$ cat src/rtl/frank_pkg.sv
// Shared FRANK6000 definitions: flag bit positions, branch condition codes,
// sequencer state encoding and the branch-condition helper.
package frank_pkg;

  localparam int FLAG_Z = 0;
  localparam int FLAG_N = 1;
  localparam int FLAG_C = 2;

  typedef enum logic [1:0] {
    BR_ALWAYS = 2'b00,
    BR_Z      = 2'b01,
    BR_N      = 2'b10,
    BR_C      = 2'b11
  } br_op_e;

  typedef enum logic [2:0] {
    ST_IDLE  = 3'd0,
    ST_FETCH = 3'd1,
    ST_WAIT  = 3'd2,
    ST_EXEC  = 3'd3,
    ST_HALT  = 3'd4
  } seq_state_e;

  function automatic logic br_cond(input logic [1:0] op, input logic [2:0] fl);
    logic res;
    res = 1'b0;
    case (br_op_e'(op))
      BR_ALWAYS: res = 1'b1;
      BR_Z:      res = fl[FLAG_Z];
      BR_N:      res = fl[FLAG_N];
      BR_C:      res = fl[FLAG_C];
      default:   res = 1'b0;
    endcase
    return res;
  endfunction

endpackage

$ cat src/rtl/pc_stack.sv
// Return-address LIFO for the sequencer; push/pop are ignored when full/empty.
import frank_pkg::*;

module pc_stack #(
  parameter int DEPTH = 4,
  parameter int W     = 8
) (
  input  logic         clk,
  input  logic         rst,
  input  logic         push,
  input  logic         pop,
  input  logic [W-1:0] push_data,
  output logic [W-1:0] top,
  output logic         full,
  output logic         empty
);

  localparam int AW = $clog2(DEPTH);
  localparam int SW = $clog2(DEPTH + 1);

  logic [W-1:0]  mem [DEPTH];
  logic [SW-1:0] sp;
  logic [AW-1:0] top_idx;
  logic [AW-1:0] wr_idx;

  assign full    = (sp == SW'(DEPTH));
  assign empty   = (sp == '0);
  assign top_idx = AW'(sp - SW'(1));
  assign wr_idx  = AW'(sp);
  assign top     = mem[top_idx];

  always_ff @(posedge clk or posedge rst) begin
    if (rst) begin
      sp <= '0;
    end else if (push && !full) begin
      sp <= sp + SW'(1);
    end else if (pop && !empty) begin
      sp <= sp - SW'(1);
    end
  end

  // Storage needs no reset: nothing is read until it has been pushed.
  always_ff @(posedge clk) begin
    if (push && !full) mem[wr_idx] <= push_data;
  end

endmodule

$ cat src/rtl/pc_sequencer.sv
// FRANK6000 fetch/wait/execute sequencer owning the PC and status flags.
// Define PC_STACK_EN to add the CALL/RET return stack (pc_stack).
import frank_pkg::*;

// state | meaning
// IDLE  | after reset, waits for start
// FETCH | program-memory read at pc
// WAIT  | memory data valid, instruction register loads
// EXEC  | decoder inputs sampled, pc/flags updated
// HALT  | stopped; start resumes at pc+1, only rst returns to IDLE
module pc_sequencer #(
  parameter int PC_W        = 8,
  parameter int STACK_DEPTH = 4
) (
  input  logic            clk,
  input  logic            rst,
  input  logic            start,
  output logic [PC_W-1:0] pm_addr,
  output logic            fetch_en,
  output logic            ir_load,
  output logic            exec_en,
  input  logic            is_branch,
  input  logic [1:0]      br_op,
  input  logic [PC_W-1:0] br_target,
  input  logic            is_call,
  input  logic            is_ret,
  input  logic            halt,
  input  logic            alu_flag_we,
  input  logic [2:0]      flags_in,
  output logic [2:0]      flags,
  output logic            jump_taken,
  output logic            halted,
  output logic            stack_err
);

  if (STACK_DEPTH < 2) begin : g_depth_chk
    $error("pc_sequencer: STACK_DEPTH must be at least 2");
  end

  seq_state_e      state_q, state_d;
  logic [PC_W-1:0] pc_q, pc_d, pc_inc;
  logic [2:0]      flags_q, flags_d;
  logic            jump_q, jump_d;

  assign pc_inc = pc_q + PC_W'(1);

`ifdef PC_STACK_EN
  logic            err_q, err_d;
  logic            stk_push, stk_pop, stk_full, stk_empty;
  logic [PC_W-1:0] stk_top;

  pc_stack #(
    .DEPTH (STACK_DEPTH),
    .W     (PC_W)
  ) u_stack (
    .clk       (clk),
    .rst       (rst),
    .push      (stk_push),
    .pop       (stk_pop),
    .push_data (pc_inc),
    .top       (stk_top),
    .full      (stk_full),
    .empty     (stk_empty)
  );

  assign stack_err = err_q;
`else
  assign stack_err = 1'b0;
`endif

  always_ff @(posedge clk or posedge rst) begin
    if (rst) begin
      state_q <= ST_IDLE;
      pc_q    <= '0;
      flags_q <= '0;
      jump_q  <= 1'b0;
`ifdef PC_STACK_EN
      err_q   <= 1'b0;
`endif
    end else begin
      state_q <= state_d;
      pc_q    <= pc_d;
      flags_q <= flags_d;
      jump_q  <= jump_d;
`ifdef PC_STACK_EN
      err_q   <= err_d;
`endif
    end
  end

  always_comb begin
    state_d = state_q;
    pc_d    = pc_q;
    flags_d = flags_q;
    jump_d  = 1'b0;
`ifdef PC_STACK_EN
    err_d    = err_q;
    stk_push = 1'b0;
    stk_pop  = 1'b0;
`endif
    case (state_q)
      ST_IDLE:  if (start) state_d = ST_FETCH;
      ST_FETCH: state_d = ST_WAIT;
      ST_WAIT:  state_d = ST_EXEC;
      ST_EXEC: begin
        state_d = ST_FETCH;
        // Branch condition reads flags_q, so it never sees this cycle's write.
        if (alu_flag_we) flags_d = flags_in;
        if (halt) begin
          state_d = ST_HALT;
`ifdef PC_STACK_EN
        end else if (is_ret) begin
          if (stk_empty) begin
            err_d   = 1'b1;
            state_d = ST_HALT;
          end else begin
            stk_pop = 1'b1;
            pc_d    = stk_top;
          end
        end else if (is_call) begin
          if (stk_full) begin
            err_d   = 1'b1;
            state_d = ST_HALT;
          end else begin
            stk_push = 1'b1;
            pc_d     = br_target;
          end
`else
        end else if (is_ret) begin
          pc_d = pc_inc;
        end else if (is_call) begin
          pc_d = br_target;
`endif
        end else if (is_branch && br_cond(br_op, flags_q)) begin
          pc_d   = br_target;
          jump_d = 1'b1;
        end else begin
          pc_d = pc_inc;
        end
      end
      ST_HALT: begin
        if (start) begin
          state_d = ST_FETCH;
          pc_d    = pc_inc;
        end
      end
      default: state_d = ST_IDLE;
    endcase
  end

  // jump_taken is registered: it is high in the FETCH cycle at the target.
  assign pm_addr    = pc_q;
  assign flags      = flags_q;
  assign jump_taken = jump_q;
  assign fetch_en   = (state_q == ST_FETCH);
  assign ir_load    = (state_q == ST_WAIT);
  assign exec_en    = (state_q == ST_EXEC);
  assign halted     = (state_q == ST_HALT);

endmodule
$ cat config.mk
export PLATFORM = sky130hd
export DESIGN_NAME = pc_sequencer
export DESIGN_NICKNAME = d
export VERILOG_FILES = /design/src/rtl/frank_pkg.sv /design/src/rtl/pc_stack.sv /design/src/rtl/pc_sequencer.sv
export SDC_FILE = /design/constraint.sdc
export NUM_CORES = 1
export LEC_CHECK = 0
export ABC_AREA = 1
export ABC_CLOCK_PERIOD_IN_PS = 3130
export CAP_MARGIN = 20
export CORE_ASPECT_RATIO = 0.8
export CORE_MARGIN = 2
export CORE_UTILIZATION = 46
export CTS_CLUSTER_SIZE = 8
export DETAILED_ROUTE_END_ITERATION = 10
export PLACE_DENSITY = 0.9
export SLEW_MARGIN = 20
export SYNTH_ARGS = -nofsm -noshare
export SYNTH_HDL_FRONTEND = slang
export SYNTH_SLANG_ARGS = --single-unit
$ cat constraint.sdc
create_clock -name clk -period 3.13 [get_ports clk]
set_input_delay 0.626 -clock clk [delete_from_list [all_inputs] [get_ports clk]]
set_output_delay 0.626 -clock clk [all_outputs]
set_load 0.01 [all_outputs]
==> results of run 1 <==
[layout by cell type, fill, tap and decap left out, types with 3 or more instances in the layout]
cell type         n
clkbuf_4          3
clkdlybuf4s50_1  36
dfrtp_1          15
inv_1            24
mux2_2            3
nand2_1          42
nand3_1          21
nand4_1           3
nor2_1            4
[sequential cells by signal, summed over array words and instances, names as in the netlist]
register	cells
jump_taken	1
pm_addr	8
flags	3
state_q	3
[worst register-to-register path: cells and delay by family (launching register included)]
kind | cells | cell delay (ns)
AOI/OAI and AO/OA | 1 | 0.30
buffers and inverters | 1 | 0.10
and+or+nand+nor | 4 | 0.56
DFF | 1 | 0.47
[stage by stage]
stage	utilization	std cells
after floorplan	-	136
after global placement	0.696	194
after detailed placement	0.696	194
after CTS	0.710	198
after global routing	0.710	198
final	0.710	198
[routing by layer]
metal | routed length [um] | vias to the layer above
met2 | 1150 | 27
met5 | 0 | -
met4 | 14 | 0
met3 | 120 | 3
met1 | 1130 | 465
li1 | - | 504
[kinds of logic (layout without fill, tap and decap cells)]
kind of cell             count (synthesis)  after routing
AO/OA/AOI/OAI                            5              5
XOR/XNOR                                 3              3
adder cells (fa/ha/maj)                  1              1
buffers and inverters                   29             67
flip-flops                              15             15
multiplexers                             3              3
other                                    1              1
AND/OR/NAND/NOR                         79             79
[worst max path at each step]
| stage | cells past startpoint | slack [ns] | endpoint |
|---|---|---|---|
| 2_1_floorplan | 9 | 1.69 | pm_addr[0]$_DFFE_PP0P_ |
| 3_3_place_gp | 10 | 1.09 | pm_addr[1]$_DFFE_PP0P_ |
| 3_5_place_dp | 10 | 0.97 | pm_addr[1]$_DFFE_PP0P_ |
| 4_1_cts | 4 | 0.85 | halted |
| 5_1_grt | 4 | 0.76 | halted |
| 6_report | 4 | 0.85 | halted |
[power by group through the flow]
stage	combinational, mW	clock (mW)	sequential, mW
floorplan	0.345	0	0.402
global placement	0.609	0	0.392
detailed placement	0.632	0	0.401
CTS	0.637	0.115	0.398
global route	0.699	0.123	0.413
finish	0.631	0.112	0.400
[cell type report]
class	count	area, um^2
tap	24	30.0
multi-input combinational	92	484
inverter	27	104
fill	160	564
clock buffer	4	26.3
sequential	15	375
timing repair buffer	36	360
==> results.py, run 1 <==
metrics = {
    "synthesis": {
        "synth_top_family_by_area": "simple AND/OR/NAND/NOR gates",
        "syn_inst": 136,
        "synth_most_common_cell": "nand2_1",
        "ys_seq_area_frac": 0.385,
        "synth_mux_area_frac": 0.0346,
        "ys_ff_latch": 15,
        "synth_edf_count": 0,
        "synthFlopType": "dfrtp_1",
        "syn_nets": 158,
        "syn-mean-instance-area_um2": 7.18,
        "synth_xor_xnor_area_share": 0.0269,
        "synth_top_area_frac": 0.385,
        "synth_compound_area_frac": 0.0397,
        "synth_area_leader_cell": "dfrtp_1",
        "async_flop_share": 1.00,
        "synthTopCellsByArea": "dfrtp_1, nand2_1, nand3_1, inv_1, mux2_2",
        "yosysUniqueCellTypes": 26,
        "synth_fa_ha_area_frac": 0.0128,
        "synth_warnings": 0,
        "synthesis.area_um2": 976,
        "synthSimpleGateAreaFrac": 0.378,
        "synthTopCellsByCount": "nand2_1, inv_1, nand3_1",
    },
    "pwr": {
        "p_seq_frac": 0.350,
        "irDropWorstVdd_mv": 0.555,
        "p_switching_mw": 0.486,
        "p_int_mw": 0.656,
        "p_total_mw": 1.14,
        "p_leak_nw": 0.700,
        "p_clk_frac": 0.098,
        "p_comb_frac": 0.552,
        "p_per_area_nw_per_um2": 828,
        "switching_share": 0.425,
    },
    "timing": {
        "max_freq_ghz": 0.439,
        "hold_slack_ns": 0.555,
        "setup_violations": 0,
        "rsz0062_at_grt": "no",
        "skew_ns": 0.00958,
        "hold_viol_final": 0,
        "min_period_ns": 2.28,
        "fin_crit_sh": 0.728,
        "worst_pin_slew_ns": 0.590,
        "tns_ns": 0,
        "final.setup.worst_slack_ns": 0.851,
        "report.final.slew_viol_count": 0,
        "max_slew_margin": 0.606,
    },
    "placement": {
        "io_buffers": 36,
        "dp_slack_ns": 0.968,
        "gp_congestion": 0.813,
        "dpl_cell_area_um2": 1350,
        "hpwl_um": 1990,
    },
    "grt": {
        "grt_pass1_vias": 995,
        "grt_usage": 0.221,
        "grt.busiest_layer": "met2",
        "grtUsageMet1": 0.271,
        "grt_overflow_total": 0,
        "grt.met2_usage": 0.386,
        "antenna_found_initial": 0,
        "use_met3": 0.0659,
        "grt_first_pass_wirelength_um": 4240,
        "grt_max_degree": 16,
    },
    "cts": {
        "cts_root_buf": "clkbuf_4",
        "cts_max_level": 1,
        "cts_tree": "yes",
        "cts_resized": 0,
        "cts_buffers": 3,
        "clk_path_buf_depth": 2,
        "clk_pin_slew_ns": 0.09,
        "postCtsSetupBuffers": 0,
        "clk_latency_ns": 0.29,
        "cts.sinks": 15,
        "cts_hold_buf": 0,
    },
    "worst_setup_path": {
        "critPathLaunch": "state_q[0]$_DFFE_PP0P_",
        "arrival_ns": 1.65,
        "crit_required_ns": 2.50,
        "worst-path-buf-inv": 3,
        "crit_slowest_cell": "clkdlybuf4s50_1",
        "r2r-end": "pm_addr[1]$_DFFE_PP0P_",
        "cpPeakStageDelay_ns": 0.55,
        "crit_family": "buffers and inverters",
        "cp_max_fo": 4,
        "critical_path_class": "reg2out",
        "startpoint_type": "register",
        "rrSetupSlack_ns": 1.58,
        "rr_worst_depth": 6,
        "cp-end-kind": "primary output",
        "crit_chain": "inv_2 -> nand3_2 -> inv_1 -> clkdlybuf4s50_1",
        "rr_startpoint": "state_q[2]$_DFFE_PP0P_",
    },
    "finish": {
        "nNetsFinal": 197,
        "finish.instance_area_um2": 1380,
        "n_antenna_cell": 0,
        "area_growth_pct": 41.4,
        "drive_gt1_frac": 0.0920,
    },
    "detailed_routing": {
        "wl_per_cell_um": 12.2,
        "drc_errors": 0,
        "dr_total_vias": 999,
        "ant_nets": 0,
        "viasPerCell": 5.05,
        "drt_iter0_markers": 15,
        "drt_wl_total_um": 2420,
        "first_pass_iters": 4,
    },
    "floorplanning": {
        "die_w_um": 55.5,
        "initial_core_util": 0.502,
        "placementRows": 14,
        "die_y_um": 45.2,
        "pin_count": 38,
        "core_um2": 1940,
        "die_area_um2": 2510,
    },
    "min_path": {
        "hold_path_class": "reg2reg",
        "holdPathEnd": "flags[0]$_DFFE_PP0P_",
        "hold_start": "flags[0]$_DFFE_PP0P_",
        "hold_depth": 1,
    },
    "status": {
        "status": "complete, no violations",
    },
    "run": {
        "cap_violations": 0,
    },
}
(Power assumes the default switching activity.)
==> run 2: changes to the inputs <==
--- a/config.mk
+++ b/config.mk
@@ -6,14 +6,14 @@
 export NUM_CORES = 1
 export LEC_CHECK = 0
 export ABC_AREA = 1
-export ABC_CLOCK_PERIOD_IN_PS = 3130
+export ABC_CLOCK_PERIOD_IN_PS = 2100
 export CAP_MARGIN = 20
 export CORE_ASPECT_RATIO = 0.8
 export CORE_MARGIN = 2
-export CORE_UTILIZATION = 46
+export CORE_UTILIZATION = 43
 export CTS_CLUSTER_SIZE = 8
 export DETAILED_ROUTE_END_ITERATION = 10
-export PLACE_DENSITY = 0.9
+export PLACE_DENSITY = 0.85
 export SLEW_MARGIN = 20
 export SYNTH_ARGS = -nofsm -noshare
 export SYNTH_HDL_FRONTEND = slang
==> constraint.sdc (replaced) <==
create_clock -name clk -period 2.1 [get_ports clk]
set_input_delay 0.42 -clock clk [delete_from_list [all_inputs] [get_ports clk]]
set_output_delay 0.42 -clock clk [all_outputs]
set_load 0.01 [all_outputs]
==> run 2 against run 1 <==
Clock power rose by 45%. Clock skew fell by 0.0038 ns. Via count is 2.0% lower. Total power is 49% higher. Critical path depth down 2. Routed wire length down 5.4%. Die area up 6.4%. Critical endpoint is now exec_en.
==> results.py, run 2 (same netlist as run 1, synthesis figures left out) <==
metrics = {
    "status": {
        "status": "complete, no violations",
    },
    "cts": {
        "clk_path_buf_depth": 2,
        "cts_hold_buf": 0,
        "clk_pin_slew_ns": 0.08,
        "cts_root_buf": "clkbuf_4",
        "cts_buffers": 3,
        "postCtsSetupBuffers": 0,
        "cts.sinks": 15,
        "cts_resized": 0,
        "cts_tree": "yes",
        "clk_latency_ns": 0.28,
        "cts_max_level": 1,
    },
    "worst_setup_path": {
        "arrival_ns": 1.60,
        "startpoint_type": "register",
        "cp_max_fo": 5,
        "cp-end-kind": "primary output",
        "crit_required_ns": 1.68,
        "critical_path_class": "reg2out",
    },
    "detailed_routing": {
        "drt_iter0_markers": 31,
        "ant_nets": 0,
        "first_pass_iters": 4,
        "drt_wl_total_um": 2290,
        "wl_per_cell_um": 11.5,
        "dr_total_vias": 979,
        "drc_errors": 0,
        "viasPerCell": 4.92,
    },
    "floorplanning": {
        "die_area_um2": 2670,
        "die_y_um": 46.6,
        "pin_count": 38,
        "core_um2": 2160,
        "initial_core_util": 0.452,
        "placementRows": 15,
        "die_w_um": 57.3,
    },
    "grt": {
        "grt_first_pass_wirelength_um": 3910,
        "grt_pass1_vias": 939,
        "grt_usage": 0.199,
        "grt_max_degree": 16,
        "antenna_found_initial": 0,
        "grt_overflow_total": 0,
    },
    "finish": {
        "finish.instance_area_um2": 1400,
        "n_fill_cell": 196,
        "largest_register_ffs": 8,
        "utilization": 0.646,
        "seq_area_um2": 377,
        "multi_input_area_um2": 494,
        "drive_gt1_frac": 0.115,
        "final_cell_mix": "nand2_1, clkdlybuf4s50_1, inv_1",
        "n_antenna_cell": 0,
        "nNetsFinal": 197,
        "area_growth_pct": 42.9,
        "layout_commonest_cell": "nand2_1",
    },
    "timing": {
        "skew_ns": 0.00574,
        "report.final.slew_viol_count": 0,
        "max_slew_margin": 0.606,
        "fin_crit_sh": 0.962,
        "setup_violations": 0,
        "rsz0062_at_grt": "no",
        "tns_ns": 0,
        "min_period_ns": 2.02,
        "final.setup.worst_slack_ns": 0.0803,
        "hold_viol_final": 0,
        "max_freq_ghz": 0.495,
        "worst_pin_slew_ns": 0.591,
    },
    "placement": {
        "dpl_cell_area_um2": 1360,
        "hpwl_um": 1830,
        "dp_slack_ns": 0.141,
        "gp_congestion": 0.854,
        "io_buffers": 36,
    },
    "min_path": {
        "hold_path_class": "in2async",
    },
    "pwr": {
        "p_leak_nw": 0.718,
        "p_total_mw": 1.70,
        "irDropWorstVdd_mv": 0.851,
        "p_per_area_nw_per_um2": 1220,
    },
    "run": {
        "cap_violations": 0,
    },
}
## run 2: cell types whose count changed in the layout (fill, tap and decap cells not counted), sizes merged
cell	previous run	this run
clkdlybuf4s50	36	35
dlymetal6s2s	0	1
## run 2: critical path, cell delays in order, from the launching register on
cell             delay (ns)
dfrtp_2                0.47
nor3_4                 0.26
clkdlybuf4s50_1        0.58
## run 2: worst paths after layout
kind / startpoint / end / slack (ns) / depth (start not counted)
worst max-delay path: state_q[2]$_DFFE_PP0P_ / exec_en / 0.08 / 2
max in group asynchronous: rst / state_q[2]$_DFFE_PP0P_ / 1.19 / 2
worst min-delay path: rst / pm_addr[5]$_DFFE_PP0P_ / 0.49 / 2
min in group clk: flags[1]$_DFFE_PP0P_ / flags[1]$_DFFE_PP0P_ / 0.54 / 1
worst min register to register: flags[1]$_DFFE_PP0P_ / flags[1]$_DFFE_PP0P_ / 0.54 / 1
worst max register to register: state_q[2]$_DFFE_PP0P_ / pm_addr[4]$_DFFE_PP0P_ / 0.58 / 6
## run 2: area by class of cell
cell class | count | area share
Multi-Input combinational cell | 92 | 0.354
Clock buffer | 4 | 0.0188
Sequential cell | 15 | 0.270
Tap cell | 25 | 0.0224
Timing Repair Buffer | 36 | 0.260
Inverter | 27 | 0.0744
## run 2: per-stage QoR
stage,std cells,hold WS [ns]
after global placement,195,0.518
after floorplan,136,0.321
after detailed placement,195,0.521
after global routing,199,0.543
after CTS,199,0.506
final,199,0.487
## run 2: per-layer routing
metal,part of all wire,global-route usage
met5,0,0
met4,0.012,0.0744
met3,0.060,0.0646
met2,0.49,0.349
met1,0.44,0.231
## run 2: report_power, final
group	internal, mW	switching, mW
combinational	0.487	0.453
sequential	0.423	0.176
clock	0.0739	0.0881
==> RTL change (settings of run 1) <==
Build with the macro `PC_STACK_EN` defined.
--- a/src/rtl/pc_sequencer.sv
+++ b/src/rtl/pc_sequencer.sv
@@ -1,4 +1,6 @@
 // FRANK6000 fetch/wait/execute sequencer owning the PC and status flags.
 // Define PC_STACK_EN to add the CALL/RET return stack (pc_stack).
+`define PC_STACK_EN
+
 import frank_pkg::*;
 
Behaviour: not the same (Yosys sat finds a counterexample within 10 cycles, from zero or initial values and one cycle with rst high).
==> RTL change against run 1 <==
Total power grew to 2.5 times the old value; synthesized area rose to 2.7 times the old value; worst setup slack got worse by 0.35 ns; wire length up 140%; final area rose by 130%; via count rose by 110%; sequential cell count rose by 36; combinational power up 120%; register-to-register slack got worse by 0.89 ns; clock power rose to 3.5 times the old value; maximum frequency shrank 13%; non-clock buffer count grew 3.
==> RTL change: results (changes against run 1) <==
multiplexer share of the synthesized area 1.27% (-2.2 points); Post-synth top cells nand2_1 (81), inv_1 (42), edfxtp_1 (32), nor2_1 (30), nand3_1 (25); DPL Wire Length 4.41 mm (+120%); port buffer count 37 (+2.8%); peak supply drop 0.469 mV (-15%); Iter 0 DRT Violations 225 (+210); Nets 363 (+84%); share of cells above drive strength 1 7.72% (-1.5 points); sequential share of the synthesized area 54.2% (+16 points); htree depth 2 (+1); hold_sp stack_err; Synth Area in Adders 2.83% (+1.6 points); Largest register FFs 32 (+24); TritonCTS Buffers 5 (+2); Crit path arrival time 2.00 ns (+0.35 ns); Final min period 2.63 ns (+0.349 ns); M1 GR Usage 27.3% (+0.22 points); worst r2r src u_stack.sp[0]; grt met3 use 4.72% (-1.9 points); Worst-Margin Slew 0.753 ns (+0.163 ns); Fin Clk Skew 0.00843 ns (-0.00115 ns); number of flops mapped to enable cells by yosys 32 (+32); post-synthesis compound-gate area fraction 5.57% (+1.6 points); Synth async-reset ratio 37.3% (-63 points); drt via density 5.03 (-0.33%); Reg2Reg Setup Slack 0.69 ns (-0.89 ns); post-synthesis xor/xnor area fraction 2.64% (-0.048 points); Root Driver clkbuf_8; synth unique cells 32 (+23%); global-route wire length before repair 9.49 mm (+120%); status completed
[RTL change: critical path, delay by kind of cell (launching register included)]
family / cells / cell delay [ns]
AND/OR/NAND/NOR: 2 / 0.53
flip-flops: 1 / 0.43
buffers and inverters: 2 / 0.72
[RTL change: cells by family (layout without fill, tap and decap cells)]
group,Yosys count,in the layout
buf+inv,52,91
simple gates,153,153
flops,51,51
fa+ha+maj,6,6
xor+xnor,8,8
compound gates,25,25
mux,3,3
[RTL change: path summary, 6_finish.rpt]
kind | to | cells past startpoint
setup / recovery | halted | 4
hold / removal | stack_err | 1
setup reg to reg | u_stack.mem[0][2] | 5
hold reg to reg | stack_err | 1
max in group asynchronous | u_stack.sp[2] | 2
min in group asynchronous | pm_addr[7] | 2
[RTL change: stage by stage]
stage	hold slack, ns	instances
after detailed placement	0.451	407
after CTS	0.473	415
after global routing	0.499	415
after global placement	0.445	407
final	0.471	415
after floorplan	0.484	298
[RTL change: layout make-up]
| cell class | count | area share, % |
|---|---|---|
| clock buffer | 5 | 2.17 |
| clock inverter | 3 | 0.709 |
| inverter | 44 | 5.28 |
| multi-input combinational | 195 | 31.5 |
| sequential | 51 | 45.2 |
| tap | 78 | 3.07 |
| timing repair buffer | 39 | 12.1 |
[RTL change: layer usage]
metal | part of all wire [%] | routed length, microns | vias up
met5 | 0 | 0 | -
met4 | 1.8 | 106 | 0
met3 | 7.0 | 410 | 13
met2 | 48 | 2800 | 79
met1 | 43 | 2540 | 970
li1 | - | - | 1025
[RTL change: report_power, final]
part,leakage [nW],internal [W],switching [W]
Sequential,0.514,0.000949,0.000160
Combinational,0.877,0.000550,0.000820
Clock,0.0485,0.000161,0.000235
